===== src/rtl/usb_in_pkg.sv =====
// ============================================================================
// Module      : usb_in_pkg
// Description : Shared IN-endpoint types and sizing helpers.
// Revision    : 1.0 - initial release
// ============================================================================
`default_nettype none

package usb_in_pkg;

    typedef enum logic [1:0] {
        ST_IDLE    = 2'd0,
        ST_SEND    = 2'd1,
        ST_WAIT_HS = 2'd2
    } in_state_t;

    // Bits needed to index n items, never less than one
    function automatic int ceil_log2(input int n);
        int r;
        r = 0;
        for (int i = 0; i < 31; i++) begin
            if ((1 << i) < n) r = i + 1;
        end
        return (r == 0) ? 1 : r;
    endfunction

    // One slot stays empty so full and empty remain distinguishable
    function automatic int in_length(input int max_packet_size);
        return max_packet_size + 1;
    endfunction

endpackage

`default_nettype wire


===== src/rtl/in_fifo_rd_if.sv =====
// ============================================================================
// Module      : in_fifo_rd_if
// Description : IN FIFO read-side bus; in_level_o exists with IN_FIFO_RD_LEVEL_EN.
// Revision    : 1.0 - initial release
// ============================================================================
`default_nettype none

interface in_fifo_rd_if #(
    parameter int IN_MAX_PACKET_SIZE = 8
);
    localparam int IN_LENGTH = usb_in_pkg::in_length(IN_MAX_PACKET_SIZE);
    localparam int PW        = usb_in_pkg::ceil_log2(IN_LENGTH);

    logic [8*IN_LENGTH-1:0] in_fifo_i;
    logic [PW-1:0]          in_last_q_i;
    logic [PW-1:0]          in_last_qq_i;
    logic                   in_req_i;
    logic                   in_data_ack_i;
    logic                   in_ack_i;
    logic                   in_ready_i;
    logic [7:0]             in_data_o;
    logic                   in_valid_o;
    logic                   in_full_o;
`ifdef IN_FIFO_RD_LEVEL_EN
    logic [PW-1:0]          in_level_o;
`endif

    modport master (
        output in_fifo_i, in_last_q_i, in_last_qq_i,
        output in_req_i, in_data_ack_i, in_ack_i, in_ready_i,
        input  in_data_o, in_valid_o, in_full_o
`ifdef IN_FIFO_RD_LEVEL_EN
        , input in_level_o
`endif
    );

    modport slave (
        input  in_fifo_i, in_last_q_i, in_last_qq_i,
        input  in_req_i, in_data_ack_i, in_ack_i, in_ready_i,
        output in_data_o, in_valid_o, in_full_o
`ifdef IN_FIFO_RD_LEVEL_EN
        , output in_level_o
`endif
    );

endinterface

`default_nettype wire


===== src/rtl/in_ptr_wrap.sv =====
// ============================================================================
// Module      : in_ptr_wrap
// Description : Modulo-LENGTH pointer incrementer (LENGTH-1 wraps to 0).
// Revision    : 1.0 - initial release
// ============================================================================
`default_nettype none

module in_ptr_wrap #(
    parameter int PW     = 4,
    parameter int LENGTH = 9
) (
    input  wire logic [PW-1:0] i_ptr,
    output logic      [PW-1:0] o_ptr
);

    localparam logic [PW-1:0] c_last = PW'(LENGTH - 1);

    assign o_ptr = (i_ptr == c_last) ? '0 : i_ptr + PW'(1);

endmodule

`default_nettype wire


===== src/rtl/in_fifo_rd.sv =====
// ============================================================================
// Module      : in_fifo_rd
// Description : IN FIFO read controller with packet hold/retransmit until ACK.
//               Optional registered occupancy output: IN_FIFO_RD_LEVEL_EN.
// Revision    : 1.0 - initial release
// ============================================================================
`default_nettype none

module in_fifo_rd
    import usb_in_pkg::*;
#(
    parameter int IN_MAX_PACKET_SIZE = 8
) (
    input  wire logic   clk_i,
    input  wire logic   reset_i,
    input  wire logic   clk_gate_i,
    in_fifo_rd_if.slave bus
);

    localparam int IN_LENGTH = in_length(IN_MAX_PACKET_SIZE);
    localparam int PW        = ceil_log2(IN_LENGTH);
    localparam int CW        = ceil_log2(IN_MAX_PACKET_SIZE + 1);

    localparam logic [CW-1:0] c_max_cnt = CW'(IN_MAX_PACKET_SIZE);

    in_state_t     r_state;
    logic [PW-1:0] r_first_q;
    logic [PW-1:0] r_first_qq;
    logic [CW-1:0] r_cnt_q;
    logic          r_full;

    logic [PW-1:0] w_first_qq_inc;
    logic [PW-1:0] w_last_q_inc;
    logic          w_valid;

    in_ptr_wrap #(.PW(PW), .LENGTH(IN_LENGTH)) u_first_qq_inc (
        .i_ptr (r_first_qq),
        .o_ptr (w_first_qq_inc)
    );

    in_ptr_wrap #(.PW(PW), .LENGTH(IN_LENGTH)) u_last_q_inc (
        .i_ptr (bus.in_last_q_i),
        .o_ptr (w_last_q_inc)
    );

    assign w_valid = (r_state == ST_SEND) &&
                     (r_first_qq != bus.in_last_qq_i) &&
                     (r_cnt_q < c_max_cnt);

    assign bus.in_valid_o = w_valid;
    assign bus.in_data_o  = bus.in_fifo_i[{r_first_qq, 3'b000} +: 8];
    assign bus.in_full_o  = r_full;

    always_ff @(posedge clk_i or posedge reset_i) begin
        if (reset_i) begin
            r_state    <= ST_IDLE;
            r_first_q  <= '0;
            r_first_qq <= '0;
            r_cnt_q    <= '0;
            r_full     <= 1'b0;
        end else if (clk_gate_i) begin
            // Guards the committed read pointer, not the speculative one
            r_full <= (w_last_q_inc == r_first_q);
            case (r_state)
                ST_IDLE: begin
                    if (bus.in_req_i) begin
                        r_cnt_q <= '0;
                        r_state <= ST_SEND;
                    end else begin
                        r_first_qq <= r_first_q;
                    end
                end
                ST_SEND: begin
                    if (bus.in_data_ack_i && w_valid) begin
                        r_first_qq <= w_first_qq_inc;
                        r_cnt_q    <= r_cnt_q + CW'(1);
                    end
                    if (bus.in_ready_i) r_state <= ST_WAIT_HS;
                end
                ST_WAIT_HS: begin
                    if (bus.in_ack_i) begin
                        // Commit; a simultaneous request starts from the new pointer
                        r_first_q <= r_first_qq;
                        if (bus.in_req_i) begin
                            r_cnt_q <= '0;
                            r_state <= ST_SEND;
                        end else begin
                            r_state <= ST_IDLE;
                        end
                    end else if (bus.in_req_i) begin
                        r_first_qq <= r_first_q;
                        r_cnt_q    <= '0;
                        r_state    <= ST_SEND;
                    end
                end
                default: r_state <= ST_IDLE;
            endcase
        end
    end

`ifdef IN_FIFO_RD_LEVEL_EN
    logic [PW-1:0] r_level;
    logic [PW-1:0] w_level;

    assign w_level = (bus.in_last_qq_i >= r_first_q) ?
                     (bus.in_last_qq_i - r_first_q) :
                     (bus.in_last_qq_i + PW'(IN_LENGTH) - r_first_q);

    always_ff @(posedge clk_i or posedge reset_i) begin
        if (reset_i)         r_level <= '0;
        else if (clk_gate_i) r_level <= w_level;
    end

    assign bus.in_level_o = r_level;
`endif

endmodule

`default_nettype wire


===== src/flat_wrapper.sv =====
// flat-port wrapper written by rule: the top's interface ports become plain ports
module in_fifo_rd_flat import usb_in_pkg::*;
#(
    parameter int IN_MAX_PACKET_SIZE = 8
)
  (clk_i, reset_i, clk_gate_i, bus_in_fifo_i, bus_in_last_q_i, bus_in_last_qq_i, bus_in_req_i, bus_in_data_ack_i, bus_in_ack_i, bus_in_ready_i, bus_in_data_o, bus_in_valid_o, bus_in_full_o);
  in_fifo_rd_if #(.IN_MAX_PACKET_SIZE(IN_MAX_PACKET_SIZE)) bus_i ();
  input  wire logic clk_i;
  input  wire logic reset_i;
  input  wire logic clk_gate_i;
  input wire logic [$bits(bus_i.in_fifo_i)-1:0] bus_in_fifo_i;
  input wire logic [$bits(bus_i.in_last_q_i)-1:0] bus_in_last_q_i;
  input wire logic [$bits(bus_i.in_last_qq_i)-1:0] bus_in_last_qq_i;
  input wire logic [$bits(bus_i.in_req_i)-1:0] bus_in_req_i;
  input wire logic [$bits(bus_i.in_data_ack_i)-1:0] bus_in_data_ack_i;
  input wire logic [$bits(bus_i.in_ack_i)-1:0] bus_in_ack_i;
  input wire logic [$bits(bus_i.in_ready_i)-1:0] bus_in_ready_i;
  output wire logic [$bits(bus_i.in_data_o)-1:0] bus_in_data_o;
  output wire logic [$bits(bus_i.in_valid_o)-1:0] bus_in_valid_o;
  output wire logic [$bits(bus_i.in_full_o)-1:0] bus_in_full_o;
  assign bus_i.in_fifo_i = bus_in_fifo_i;
  assign bus_i.in_last_q_i = bus_in_last_q_i;
  assign bus_i.in_last_qq_i = bus_in_last_qq_i;
  assign bus_i.in_req_i = bus_in_req_i;
  assign bus_i.in_data_ack_i = bus_in_data_ack_i;
  assign bus_i.in_ack_i = bus_in_ack_i;
  assign bus_i.in_ready_i = bus_in_ready_i;
  assign bus_in_data_o = bus_i.in_data_o;
  assign bus_in_valid_o = bus_i.in_valid_o;
  assign bus_in_full_o = bus_i.in_full_o;
  in_fifo_rd #(.IN_MAX_PACKET_SIZE(IN_MAX_PACKET_SIZE)) u_core (.clk_i(clk_i), .reset_i(reset_i), .clk_gate_i(clk_gate_i), .bus(bus_i));
endmodule

===== config.mk =====
export PLATFORM = sky130hd
export DESIGN_NAME = in_fifo_rd_flat
export DESIGN_NICKNAME = d
export VERILOG_FILES = /design/src/rtl/usb_in_pkg.sv /design/src/rtl/in_fifo_rd_if.sv /design/src/rtl/in_ptr_wrap.sv /design/src/rtl/in_fifo_rd.sv /design/src/flat_wrapper.sv
export SDC_FILE = /design/constraint.sdc
export NUM_CORES = 1
export LEC_CHECK = 0
export CORE_ASPECT_RATIO = 0.8
export CORE_MARGIN = 2
export CORE_UTILIZATION = 41
export CTS_CLUSTER_SIZE = 10
export DETAILED_ROUTE_END_ITERATION = 8
export DONT_BUFFER_PORTS = 1
export HOLD_SLACK_MARGIN = 0.15
export PLACE_DENSITY = 0.64
export SETUP_SLACK_MARGIN = 0.3
export SYNTH_ARGS = -nofsm -noshare
export SYNTH_HDL_FRONTEND = slang
export SYNTH_SLANG_ARGS = --single-unit

===== constraint.sdc =====
create_clock -name clk_i -period 1.8 [get_ports clk_i]
set_input_delay 0 -clock clk_i [delete_from_list [all_inputs] [get_ports clk_i]]
set_output_delay 0 -clock clk_i [all_outputs]
set_load 0.02 [all_outputs]

* Word level (Yosys, flattened, before mapping)
Cells that the tools add are included.
** Word-level totals
- Bits in registers :: 15
- Input port bits :: 87
- Logic and storage cells :: 48
- Output and inout port bits :: 10
** Cells by class
- Equal/unequal tests :: 12
- Mux-type cells :: 15
- Shifts and indexed selects :: 1
- Reductions and logical operators :: 11
- Add/sub/neg operators :: 3
- Magnitude comparators :: 1
** Operators by type and width (count)
- variable part select 72 x 8 -> 8 bit :: 1
- two-way mux 4 bit :: 8
- adder 4 x 1 -> 4 bit (second input constant) :: 3
- case mux 4 bit (3 select lines) :: 1
- != test 2 bit (second input constant) :: 5
- equality test 4 bit (second input constant) :: 2
- case mux 4 bit (2 select lines) :: 1
- two-way mux 2 bit :: 3
- case mux 2 bit (3 select lines) :: 1
- AND reduction 6 bit :: 1
- equality test 4 bit :: 1
- less-than comparator 4 bit (second input constant) :: 1
- != test 4 bit :: 1
- AND reduction 4 bit :: 1
- logical AND 1 bit :: 3
- AND reduction 3 bit :: 1
- nonzero test 3 bit :: 1
- equality test 2 x 1 -> 1 bit (second input constant) :: 1
- equality test 2 bit (second input constant) :: 1
- zero test 2 bit :: 1
- != test 2 x 1 -> 1 bit (second input constant) :: 1
- AND reduction 2 bit :: 1
- nonzero test 2 bit :: 1
- OR reduction 2 bit :: 1
- two-way mux 1 bit :: 1

* Depth between registers and ports, before layout
Gate-level depths: netlist (run 1).
- Word-level depth :: 6
- Depth in mapped cells :: 9
- Mapped depth without buffers :: 7

* Modules after synthesis
From an unflattened synthesis (run 1), not the netlist that was laid out.
** Second synthesis, totals
- Cell total of the unflattened synthesis :: 168
- Area total of the unflattened synthesis :: 1631.6 um2
** Modules (own cells, without submodules)
- in_fifo_rd :: area an instance 1432.6 um2, instances 1, sequential area each 375.4 um2, cells an instance 142
- in_ptr_wrap at u_core.u_first_qq_inc :: area an instance 102.6 um2, instances 1, sequential area each 0.0 um2, cells an instance 13
- in_ptr_wrap at u_core.u_last_q_inc :: area an instance 96.3 um2, instances 1, sequential area each 0.0 um2, cells an instance 13

* Worst setup path after synthesis (run 1)
Ideal clock, no wire load.
- Path type :: register to register
- From :: reg u_core.r_first_qq[0]
- To :: reg u_core.r_first_qq[2]
- Required time :: 1733 ps
- Data arrival time :: 1591 ps
- Stages on the path, launching flop included :: 10
- Buffers on the path :: 2
- Slack :: 142 ps
- Clock period less this slack :: 1658 ps
- Setup time :: 67 ps
- Cell sequence :: dfrtp_1 > buf_2 > buf_6 > inv_2 > ha_1 > nand2_1 > nand4b_1 > nand2_1 > nor2b_1 > o32a_1
** Between the ends
- Word-level cells in the longest chain between the ends :: 6
- Elaborated cells on any way between the ends :: 11
- Classes of those cells :: add/sub (1); eq/ne (3); mux (3); reduce/logical (4)
** RTL lines
- start, declared :: line in_fifo_rd.sv:28 : logic [PW-1:0] r_first_qq;
- start signal, assigned :: line in_fifo_rd.sv:70 : r_first_qq <= r_first_q;
- start signal, assigned :: line in_fifo_rd.sv:75 : r_first_qq <= w_first_qq_inc;
- start signal, assigned :: line in_fifo_rd.sv:91 : r_first_qq <= r_first_q;
- parallel branches: the longest is 6 deep, another holds adder 4 x 1 -> 4 bit
Several ways; the timed one is not identified. The select of a mux whose other input is x is not followed.
A chain may end at the register's enable or synchronous reset.

* Final worst setup path (run 1)
- From :: reg u_core.r_first_qq[0]
- To :: out bus_in_data_o[2]
** Between the ends
- Word-level cells in the longest chain between the ends :: 1
** RTL lines
- variable part select 72 x 8 -> 8 bit :: line in_fifo_rd.sv:51 : assign bus.in_data_o = bus.in_fifo_i[{r_first_qq, 3'b000} +: 8];
- end, declared :: line flat_wrapper.sv:18 : output wire logic [$bits(bus_i.in_data_o)-1:0] bus_in_data_o;
Every way passes these cells.

==> run_results.csv, run 1 <==
group,metric,value,unit
logic_synthesis,synth_warnings,0,
global_routing,grt_pass1_vias,1424,
logic_synthesis,synthCells,159,
setup_path,critical_path_buf_inv_count,2,
setup_path,slowest_delay,510,ps
timing,worst_slew_pin_slew,575.9,ps
logic_synthesis,synth_fp_nets,251,
setup_path,crit_path_cell_trace,"buf_6 -> buf_16 -> mux4_2 -> mux2i_2 -> o21ai_2",
setup_path,crit_path_start_kind,"flop",
global_routing,grt_max_degree,18,
clocking,clk_pin_slew_worst_paths,60,ps
floorplanning,die_w,73.36,µm
timing,finalCriticalPeriod,1763,ps
setup_path,end_kind,"output pin",
timing,max_freq,0.5672,GHz
logic_synthesis,synth.top_cell.area_share,0.2379,
routing,drt_wl_total,4.399,mm
logic_synthesis,synth.distinct_cells,41,
logic_synthesis,synth.area.top_cells,"dfrtp_1 24%, mux4_2 23%, mux2i_1 6.3%",
setup_path,setup.worst_path.end,"bus_in_data_o[2]",
place,gp_congestion,0.8005,
setup_path,r2r_setup_slack,50,ps
status,status,"completed",
floorplanning,fp.dieArea,4364,µm²
global_routing,antenna_found_initial,0,
power_and_ir_drop,clock_power_share,0.094,
setup_path,crit_slowest_cell,"mux4_2",
routing,viasPerCell,6.146,
timing,maxSlewViolCount,0,
timing,skew,6.211,ps
cells_and_area,nNetsFinal,275,
floorplanning,start_util,0.4203,
setup_path,worst-setup-path-type,"reg2out",
setup_path,timing.rr.end,"u_core.r_first_qq[0]$_DFFE_PP0P_",
logic_synthesis,yosysSeqAreaShare,0.2379,
power_and_ir_drop,p_seq_frac,0.200,
cells_and_area,diodes,0,
setup_path,worst-path-stages,5,
setup_path,reg2reg_depth,9,
flow_run,max-cap-violations,0,
floorplanning,core_area,3754,µm²
floorplanning,row_count,20,
routing,drt_iter0_markers,33,
power_and_ir_drop,netSwitchingPower,1.302,mW
routing,post_drt_wl_per_cell,19.46,µm
place,place_hpwl,3.149,mm
place,place_ws,191.7,ps
routing,dr_total_vias,1389,
clocking,clk_latency,260,ps
timing,setup_viol,0,
power_and_ir_drop,leakagePower,0.8110,nW
setup_path,crit_family,"multiplexers",
clocking,cts_tree,"built",
setup_path,required,1800,ps
power_and_ir_drop,sw_frac_of_total,0.4363,
setup_path,critPathMaxFanout,10,
setup_path,critPathArrivalTime,1760,ps
clocking,h-tree-depth,1,
routing,drc,0,
global_routing,overflow,0,
floorplanning,die_h,59.49,µm
timing,tns,0,ps
floorplanning,io_pins,97,
power_and_ir_drop,pwr-share-comb,0.706,
logic_synthesis,syn_area,1578,µm²
clocking,cts.sinks,15,
global_routing,track_usage,0.1999,
setup_path,startpoint,"u_core.r_first_qq[0]$_DFFE_PP0P_",
clocking,cts_buffers,3,
timing,slew_headroom,0.6157,
global_routing,grt_pass1_wl,6.637,mm
power_and_ir_drop,internal_power,1.682,mW
logic_synthesis,synth_top_cell_by_area,"dfrtp_1",
setup_path,r2r-start,"u_core.r_first_qq[0]$_DFFE_PP0P_",
clocking,clockBufferDepth,2,
clocking,root_buffer,"clkbuf_8",
place,portBuffers,0,
cells_and_area,utilization,0.5450,
logic_synthesis,ys_ff_latch,15,
timing,post-route-period-util,0.9796,
routing,ant_nets,0,
logic_synthesis,postSynthAreaPerCell,9.923,µm²
timing,setup_slack,36.80,ps
hold_path,hold_path_class,"in2out",
cells_and_area,drive_gt1_frac,0.3297,
cells_and_area,areaGrowthSynthToFinish,29.66,%
power_and_ir_drop,power_per_cell_area,1459,nW/µm²
timing,rsz0062_at_grt,"true",
power_and_ir_drop,ir_drop,688.8,µV
timing,final_hold_viol_count,0,
routing,dr.pass1.iters,4,
[cell usage after synthesis]
library cell   n
a211oi_2       1
nor3_2         1
clkbuf_1       2
xor2_1         2
xnor2_1        8
nand3_1        5
nand4_1        2
a31oi_2        1
mux4_2        16
a31oi_1        1
nor2b_4        1
and4b_1        1
inv_2          1
o32ai_1        1
a211oi_1       1
and2b_1        1
dfrtp_1       15
buf_6          3
mux2i_1       10
o21a_1         1
and3_1         4
nand2_1       23
ha_1           5
a32o_1         1
and3b_1        1
o21ai_0        6
nand4b_1       1
nor2_1         3
o31ai_1        2
a21oi_1        5
nand2b_1       3
o32a_1         1
o21ai_1       11
nor2b_1        2
inv_1          8
buf_4          1
mux2_1         2
buf_2          1
nand4bb_1      1
a41oi_1        1
buf_1          3
[cell type report]
class,count,area [µm²]
timing repair buffer,29,316.6
sequential,15,376.6
clock inverter,1,5.005
multi-input combinational,125,1217
clock buffer,3,41.29
inverter,9,33.78
tap,44,55.05
fill,333,1708
[per-layer routing]
metal  GRT usage  up-vias  part of all wire
met1      0.2753      692              0.42
met3     0.03912        6             0.049
met4     0.04675        0            0.0082
met2      0.3282       48              0.52
met5           0        -                 0
li1            -      643                 -
[timing repair]
item                                    4_1_cts  5_1_grt
pin swaps                                     4        6
hold endpoints to repair                     33        0
resized for setup                            17       12
hold buffers                                 14        0
gates cloned                                  2        0
endpoints found under the setup margin       13       19
buffers inserted                              4        3
[layout by cell type, fill, tap and decap left out, drive strengths merged, types with 2 or more instances in the layout]
master        n
mux4         16
mux2i        10
o31ai         2
and3          4
buf          15
nand2        23
nand3         5
nand4         2
inv           9
clkbuf        3
dlygate4sd3  14
ha            5
nor2b         3
dfrtp        15
mux2          2
nand2b        3
a21oi         5
xnor2         8
nor2          3
a31oi         2
xor2          2
a211oi        2
o21ai        17
[through the flow]
stage	hold WS (ps)	std cells	area [µm²]	power, mW
final	155.5	226	2046	2.984
after global routing	169.0	226	2046	3.201
after CTS	156.6	223	1979	2.860
after detailed placement	-9.243	199	1638	2.183
after global placement	-24.64	199	1638	2.139
after floorplan	-98.52	159	1602	1.948
[worst min path at each step]
stage                      start                                to  slack, ps  depth (start not counted)
3_3_place_gp             reset_i  u_core.bus.in_full_o$_DFFE_PP0P_        -20                          1
2_1_floorplan            reset_i  u_core.bus.in_full_o$_DFFE_PP0P_       -100                          1
6_report       bus_in_fifo_i[64]                  bus_in_data_o[0]        160                          2
5_1_grt        bus_in_fifo_i[64]                  bus_in_data_o[0]        170                          2
4_1_cts        bus_in_fifo_i[64]                  bus_in_data_o[0]        160                          2
3_5_place_dp             reset_i   u_core.r_first_q[2]$_DFFE_PP0P_         -9                          1
[logic make-up after synthesis]
group | after synthesis | share of synthesized area
AND/OR/NAND/NOR | 49 | 0.1657
multiplexers | 28 | 0.3061
buffers and inverters | 19 | 0.06265
AO/OA/AOI/OAI | 33 | 0.1324
XOR/XNOR | 10 | 0.05552
adder cells (fa/ha/maj) | 5 | 0.03965
flip-flops | 15 | 0.2379
[registers in the layout, summed over array words and instances, names as in the netlist]
signal,count
u_core.r_cnt_q,4
u_core.r_first_q,4
u_core.r_first_qq,4
u_core.r_state,2
u_core.bus.in_full_o,1
[power by group through the flow]
stage	combinational [mW]	clock (mW)	sequential, mW
3_3_place_gp	1.56	0	0.582
4_1_cts	1.99	0.283	0.586
2_1_floorplan	1.40	0	0.551
5_1_grt	2.28	0.306	0.616
3_5_place_dp	1.59	0	0.592
6_report	2.11	0.279	0.598
Power figures use the tool's default switching activity.
==> inputs of run 2 (changes only) <==
Settings changed: MAX_ROUTING_LAYER from default to met4.
==> run_results.csv, run 2 (synthesis gave the netlist of run 1 again) <==
group,metric,value,unit
cells_and_area,multi_input_area,1217,µm²
setup_path,crit_path_start_kind,"flop",
global_routing,antenna_found_initial,0,
hold_path,holdPathStages,2,
routing,dr_total_vias,1368,
setup_path,end_kind,"output pin",
place,place_area,1638,µm²
setup_path,startpoint,"u_core.r_first_qq[0]$_DFFE_PP0P_",
clocking,h-tree-depth,1,
routing,drt_iter0_markers,40,
setup_path,setup.worst_path.end,"bus_in_data_o[2]",
global_routing,grt_pass1_vias,1423,
hold_path,hold_path_class,"in2out",
floorplanning,io_pins,97,
clocking,cts.sinks,15,
global_routing,grt_max_degree,18,
global_routing,grt_pass1_wl,6.637,mm
power_and_ir_drop,sw_frac_of_total,0.4355,
global_routing,track_usage,0.2060,
setup_path,critPathArrivalTime,1760,ps
timing,setup_slack,41.00,ps
floorplanning,die_w,73.36,µm
flow_run,max-cap-violations,0,
place,place_hpwl,3.149,mm
cells_and_area,diodes,0,
clocking,clk_pin_slew_worst_paths,60,ps
power_and_ir_drop,clock_power_share,0.093,
cells_and_area,drive_gt1_frac,0.3297,
status,status,"completed",
routing,dr.pass1.iters,4,
timing,timing.hold.ws,155.5,ps
setup_path,worst-setup-path-type,"reg2out",
setup_path,r2r_setup_slack,50,ps
cells_and_area,layout_common_cells,"22 x nand2_1, 16 x mux4_2, 14 x dlygate4sd3_1, 14 x dfrtp_1, 9 x buf_4",
routing,ant_nets,0,
place,place_ws,191.7,ps
setup_path,reg2reg_depth,9,
setup_path,required,1800,ps
setup_path,r2r-start,"u_core.r_first_qq[0]$_DFFE_PP0P_",
place,portBuffers,0,
cells_and_area,nNetsFinal,275,
cells_and_area,areaGrowthSynthToFinish,29.66,%
cells_and_area,top_regs,"u_core.r_cnt_q (4), u_core.r_first_q (4), u_core.r_first_qq (4)",
setup_path,crit_slowest_cell,"mux4_2",
routing,post_drt_wl_per_cell,19.40,µm
timing,finalCriticalPeriod,1759,ps
clocking,cts_tree,"built",
floorplanning,die_h,59.49,µm
setup_path,critPathMaxFanout,10,
power_and_ir_drop,ir_drop,689.4,µV
power_and_ir_drop,internal_power,1.682,mW
cells_and_area,fin_cells,226,
floorplanning,fp.dieArea,4364,µm²
timing,tns,0,ps
place,gp_congestion,0.8120,
cells_and_area,final_common_cell,"nand2_1",
setup_path,timing.rr.end,"u_core.r_first_qq[0]$_DFFE_PP0P_",
timing,setup_viol,0,
cells_and_area,fill_cells,333,
clocking,root_buffer,"clkbuf_8",
cells_and_area,fin_area,2046,µm²
routing,drc,0,
timing,maxSlewViolCount,0,
place,dp_cells,199,
power_and_ir_drop,power_per_cell_area,1456,nW/µm²
power_and_ir_drop,netSwitchingPower,1.298,mW
power_and_ir_drop,p_seq_frac,0.201,
global_routing,overflow,0,
timing,skew,5.923,ps
setup_path,slowest_delay,510,ps
floorplanning,core_area,3754,µm²
power_and_ir_drop,leakagePower,0.8110,nW
routing,drt_wl_total,4.384,mm
floorplanning,row_count,20,
timing,max_freq,0.5685,GHz
setup_path,crit_path_cell_trace,"buf_6 -> buf_16 -> mux4_2 -> mux2i_2 -> o21ai_2",
clocking,clockBufferDepth,2,
clocking,cts_buffers,3,
floorplanning,start_util,0.4203,
routing,viasPerCell,6.053,
clocking,clk_latency,250,ps
timing,final_hold_viol_count,0,
timing,post-route-period-util,0.9772,
timing,rsz0062_at_grt,"true",
timing,slew_headroom,0.6162,
power_and_ir_drop,pwr-share-comb,0.706,
cells_and_area,register_area,376.6,µm²
timing,worst_slew_pin_slew,575.1,ps
[run 2: per-layer routing]
metal	vias up	track usage	part of all wire
met5	-	-	0
met4	0	0.04675	0.0032
met3	2	0.03741	0.050
met2	48	0.3282	0.53
met1	674	0.2763	0.42
li1	644	-	-
[run 2: worst max-delay path: cells and delay by family (launching register included)]
family                 cells  cell delay [ps]
AOI/OAI and AO/OA          1              130
buffers and inverters      2              250
DFF                        1              420
muxes                      2              700
[run 2: repair_timing]
item,in CTS,in global routing
pin swaps,4,6
hold buffers,14,0
hold endpoints to repair,33,0
resized for setup,17,12
setup buffers,4,3
setup endpoints to repair,13,19
cloned,2,0
[run 2: worst min-delay path by stage]
stage                                       endpoint              start  slack, ps
floorplan           u_core.bus.in_full_o$_DFFE_PP0P_            reset_i       -100
global placement    u_core.bus.in_full_o$_DFFE_PP0P_            reset_i        -20
detailed placement   u_core.r_first_q[2]$_DFFE_PP0P_            reset_i         -9
CTS                                 bus_in_data_o[0]  bus_in_fifo_i[64]        160
global route                        bus_in_data_o[0]  bus_in_fifo_i[64]        170
finish                              bus_in_data_o[0]  bus_in_fifo_i[64]        160
[run 2: per-stage QoR]
stage	utilization	power, mW
2_1_floorplan	-	1.948
3_3_place_gp	0.4363	2.139
3_5_place_dp	0.4363	2.183
4_1_cts	0.5273	2.860
5_1_grt	0.5450	3.201
6_report	0.5450	2.980
[run 2: power by group through the flow]
| stage | Sequential, mW | Combinational (mW) | Clock, mW |
|---|---|---|---|
| floorplan | 0.551 | 1.40 | 0 |
| global placement | 0.582 | 1.56 | 0 |
| detailed placement | 0.592 | 1.59 | 0 |
| CTS | 0.586 | 1.99 | 0.283 |
| global route | 0.616 | 2.28 | 0.306 |
| finish | 0.599 | 2.10 | 0.277 |
[run 2: layout make-up]
class / instances / share of cell area
timing repair buffer: 29 / 0.1547
sequential: 15 / 0.1841
tap: 44 / 0.02691
clock buffer: 3 / 0.02018
inverter: 9 / 0.01651
multi-input combinational: 125 / 0.5951
clock inverter: 1 / 0.002446
